$ cat src/rtl/regfile_scoreboard.sv
// Register-file scoreboard: tracks destination registers of in-flight writes and
// blocks issue on RAW/WAW hazards or when the outstanding-write limit is reached.
module regfile_scoreboard #(
    parameter int NREGS   = 32,
    parameter int MAX_OUT = 4
) (
    input  logic                     clk,
    input  logic                     rst,
    input  logic                     issue_val,
    output logic                     issue_rdy,
    input  logic                     issue_rs1_en,
    input  logic [$clog2(NREGS)-1:0] issue_rs1,
    input  logic                     issue_rs2_en,
    input  logic [$clog2(NREGS)-1:0] issue_rs2,
    input  logic                     issue_rd_en,
    input  logic [$clog2(NREGS)-1:0] issue_rd,
    input  logic                     wb_val,
    input  logic [$clog2(NREGS)-1:0] wb_rd,
    input  logic                     flush,
    output logic [NREGS-1:0]         pending,
    output logic [5:0]               num_out,
    output logic                     full,
    output logic                     err
);

    localparam logic [5:0] MaxCount = 6'(MAX_OUT);

    logic [NREGS-1:0] pending_q, pending_d;
    logic [5:0]       numOut_q, numOut_d;
    logic             err_q, err_d;

    logic raw1, raw2, waw, capBlock;
    logic issueFire, setEn, wbActive, wbHit, wbErr;

    // Hazards look only at registered state, so a same-cycle writeback never wakes a reader.
    always_comb begin
        raw1      = issue_rs1_en & pending_q[issue_rs1];
        raw2      = issue_rs2_en & pending_q[issue_rs2];
        waw       = issue_rd_en & pending_q[issue_rd];
        full      = (numOut_q == MaxCount);
        capBlock  = issue_rd_en & (issue_rd != '0) & full;
        issue_rdy = ~rst & ~flush & ~raw1 & ~raw2 & ~waw & ~capBlock;
        issueFire = issue_val & issue_rdy;
        setEn     = issueFire & issue_rd_en & (issue_rd != '0);
        wbActive  = wb_val & (wb_rd != '0) & ~flush;
        wbHit     = wbActive & pending_q[wb_rd];
        wbErr     = wbActive & ~pending_q[wb_rd];
    end

    // WAW blocking guarantees set and clear never target the same register.
    always_comb begin
        pending_d = pending_q;
        numOut_d  = numOut_q;
        err_d     = err_q | wbErr;
        if (setEn) begin
            pending_d[issue_rd] = 1'b1;
        end
        if (wbHit) begin
            pending_d[wb_rd] = 1'b0;
        end
        case ({setEn, wbHit})
            2'b10:   numOut_d = numOut_q + 6'd1;
            2'b01:   numOut_d = numOut_q - 6'd1;
            default: numOut_d = numOut_q;
        endcase
        if (flush) begin
            pending_d = '0;
            numOut_d  = '0;
        end
        pending_d[0] = 1'b0;
    end

    always_ff @(posedge clk) begin
        if (rst) begin
            pending_q <= '0;
            numOut_q  <= '0;
            err_q     <= 1'b0;
        end else begin
            pending_q <= pending_d;
            numOut_q  <= numOut_d;
            err_q     <= err_d;
        end
    end

    assign pending = pending_q;
    assign num_out = numOut_q;
    assign err     = err_q;

endmodule

$ cat config.mk
export PLATFORM = sky130hd
export DESIGN_NAME = regfile_scoreboard
export DESIGN_NICKNAME = d
export VERILOG_FILES = /design/src/rtl/regfile_scoreboard.sv
export SDC_FILE = /design/constraint.sdc
export NUM_CORES = 1
export LEC_CHECK = 0
export ABC_CLOCK_PERIOD_IN_PS = 12700
export CORE_MARGIN = 8
export CORE_UTILIZATION = 36
export CTS_CLUSTER_SIZE = 16
export DETAILED_ROUTE_END_ITERATION = 12
export GPL_TIMING_DRIVEN = 0
export PLACE_DENSITY = 0.7
export REMOVE_ABC_BUFFERS = 1
export SETUP_SLACK_MARGIN = 0.2
export SLEW_MARGIN = 20
export SYNTH_ARGS = -nofsm -noshare
export SYNTH_HDL_FRONTEND = slang
export SYNTH_SLANG_ARGS = --single-unit
$ cat constraint.sdc
create_clock -name clk -period 12.7 [get_ports clk]
set_input_delay 3.81 -clock clk [delete_from_list [all_inputs] [get_ports clk]]
set_output_delay 3.81 -clock clk [all_outputs]
set_load 0.05 [all_outputs]
==> out/qor.csv <==
stage;metric;value;unit
yosys;Synth Register Bits;38;
clock_network;number of gates resized after cts;0;
setup_path;reg2reg end;num_out[5];
sta;Hold Vio Cnt, Final;0;
sta;Slew @ Worst Pin;1.01;ns
power;maximum vdd drop;0.0443;mV
clock_network;CTS buffer count;5;
worst_hold_path;Worst Hold Path Cells;2;
yosys;Mapped Cells;343;
finish;ant diodes;0;
yosys;xor/xnor share of the synthesized area;1.40;%
grt;all-layer global routing usage;18.1;%
placement;Placer Congestion;0.941;
worst_hold_path;hold_sp;err;
yosys;top_reg_cell synth;dfxtp_1;
clock_network;CTS tree;done;
clock_network;Worst-Skew Late Latency;0.29;ns
die;Die Wd;109;um
drt;WL/cell;21.5;um
yosys;fraction of the mapped netlist area in simple logic gates;18.6;%
sta;Peak Freq;0.0914;GHz
yosys;FFs w/ async S/R, synth;0;%
yosys;Synth Area in Adders;2.64;%
yosys;post-synthesis compound-gate area fraction;23.6;%
finish;Area Overhead vs Synth;25.0;%
power;leakage power;1.33;nW
placement;Detailed Place HPWL;7750;um
grt;vias in the first global route;3154;
yosys;post-synthesis mux area share;23.8;%
grt;global-route wire length before repair;16900;um
finish;area of the multi-input gates;2200;um^2
yosys;cell taking the most area after synthesis;dfxtp_1;
clock_network;post-CTS setup buffer count;0;
finish;Seq. cell area;761;um^2
yosys;Distinct cells, synth;55;
clock_network;Reg clk slew, reported paths;0.07;ns
placement;IO Port Bufs;67;
job;max-cap viol count;0;
outcome;status;complete, no violations;
clock_network;root buf cell;clkbuf_8;
grt;initial antenna violation count;0;
finish;final net count;422;
setup_path;Critical R2R Launch;pending[30];
yosys;largest family of logic cells by synthesized area;multiplexers;
yosys;Netlist Area Pre-Place;3120;um^2
setup_path;R2R depth;14;
die;Top Ports;69;
yosys;top cells by area, synth;dfxtp_1 24%, mux4_2 17%, mux2i_1 5.4%;
drt;Initial DRT Pass Iterations;5;
die;core area;8550;um^2
setup_path;WP data required;8.89;ns
clock_network;CTS Buffer Depth;2;
finish;share of cells above drive strength 1;15.7;%
power;overall power;0.000251;W
drt;Routed Antenna Nets;0;
drt;DR vias/cell;6.24;
yosys;Seq/Total Area, Yosys;24.4;%
drt;via count;3103;
sta;TNS Setup;0;ns
drt;number of DRC markers in iteration 0;224;
yosys;Synth Warn #;0;
die;initial core utilization;36.5;%
grt;total global routing overflow;0;
sta;clk_skew;0.00270;ns
sta;RSZ-0062 raised after global routing;false;
yosys;syn_area_per_cell;9.10;um^2
finish;FILL cells;850;
yosys;Post-synth EDFFs;0;
grt;largest net degree at the start of global routing;38;
sta;Final setup viols;0;
finish;commonest non-fill, non-tap cells in the layout;67 x clkdlybuf4s50_1, 38 x dfxtp_1, 24 x mux4_2, 24 x a21oi_1, 22 x nor2_1;
clock_network;CTS Sinks;38;
setup_path;R2R Setup Slk;8.56;ns
clock_network;# H-tree levels;2;
die;row count;34;
clock_network;cts-stage hold buffer count;0;
setup_path;Worst Path Max Fanout;21;
worst_hold_path;Worst Hold End;err;
drt;drc violations;0;
setup_path;critical path data arrival time;7.14;ns
sta;final worst-path cycle share;86.2;%
setup_path;kind of critical path;input pin to output port;
setup_path;Setup crit end kind;output port;
drt;WL final;10700;um
finish;commonest non-fill, non-tap cell in the layout;clkdlybuf4s50_1;
yosys;Yosys top cell area share;24.4;%
sta;Rel. slew slack;31.9;%
die;die area;11900;um^2
worst_hold_path;Hold/Removal Path Class;flop to flop;
die;DIE HEIGHT;109;um
sta;max-slew violation count;0;
sta;min Tclk post-route;10.95;ns
setup_path;Startpoint Class;input pin;
power;PD cells;64.3;nW/um^2
==> kinds of logic after synthesis <==
kind of cell / Yosys count
AOI/OAI and AO/OA: 107
other: 1
DFF: 38
adders and majority gates: 6
xor gates and xnor gates: 5
and+or+nand+nor: 101
muxes: 44
buffers and inverters: 41
==> cell type report <==
class                           instances  share of cell area [%]
Tap cell                              108                    3.46
Inverter                               12                    1.15
Clock inverter                          1                   0.128
Clock buffer                            7                    2.21
Multi-Input combinational cell        264                    56.4
Timing Repair Buffer                   67                    17.2
Sequential cell                        38                    19.5
==> sequential cells by signal, summed over array words and instances, names as in the netlist <==
name / cells
pending: 31
err: 1
num_out: 6
==> routing by layer <==
metal  routed length (um)  up-vias  GRT usage [%]
met4                  235        0           7.04
li1                     -     1412              -
met2                 4840      181           28.6
met3                 1210       18           5.02
met1                 4400     1492           22.9
met5                    0        -              0
==> worst max-delay path by stage <==
stage	start	endpoint	slack (ns)	cells past startpoint
global route	issue_rd[4]	issue_rdy	1.67	7
CTS	issue_rd[4]	issue_rdy	1.85	7
detailed placement	issue_rd[3]	issue_rdy	1.85	7
floorplan	rst	issue_rdy	3.46	2
global placement	issue_rd[3]	issue_rdy	1.86	7
finish	issue_rd[3]	issue_rdy	1.75	7
==> stage by stage <==
step / cells / setup WS (ns) / utilization (%) / hold WS, ns / cell area, um^2
after CTS: 497 / 1.85 / 45.7 / 0.503 / 3900
after global routing: 497 / 1.67 / 45.7 / 0.548 / 3900
after global placement: 489 / 1.86 / 44.5 / 0.472 / 3800
after floorplan: 314 / 3.46 / - / 0.725 / 3000
after detailed placement: 489 / 1.85 / 44.6 / 0.476 / 3810
final: 497 / 1.75 / 45.7 / 0.501 / 3900
==> synth_stat cells, types with 2 or more instances <==
master    instances
dfxtp_1          38
a21oi_1          24
mux4_2           24
nor2_1           23
clkbuf_1         21
o21ai_0          19
mux2i_1          17
o21a_1           16
nand2_1          14
inv_1            12
nor3_1           12
o211ai_1         10
o221a_2          10
buf_2             6
ha_1              5
nand2b_1          5
o21ai_1           5
or2_2             5
a22oi_1           4
and3_1            4
nand3_1           4
nand3b_1          4
nor3b_1           4
or3_1             4
and2_1            3
mux2_2            3
nor2b_1           3
nor4_1            3
or3b_2            3
xor2_1            3
a211oi_1          2
a21o_1            2
a31oi_1           2
and3b_1           2
buf_4             2
nor3_2            2
o2111a_1          2
o21bai_1          2
or4b_2            2
xnor2_1           2
==> worst max-delay path, stage by stage <==
cell and delay (ns):
clkdlybuf4s50_1 0.84, nor3_1 0.73, nand2_1 0.16, a211oi_1 0.28, o2111a_1 0.29, o2111a_1 0.20, clkdlybuf4s50_1 0.81
==> where the power goes <==
part / switching (W) / total [W] / internal [W]
clock: 0.0000432 / 0.0000871 / 0.0000438
combinational: 0.0000262 / 0.0000445 / 0.0000183
sequential: 0.000000279 / 0.000120 / 0.000119
total: 0.0000697 / 0.000251 / 0.000181
No activity file was read; power rests on OpenSTA's default activity.
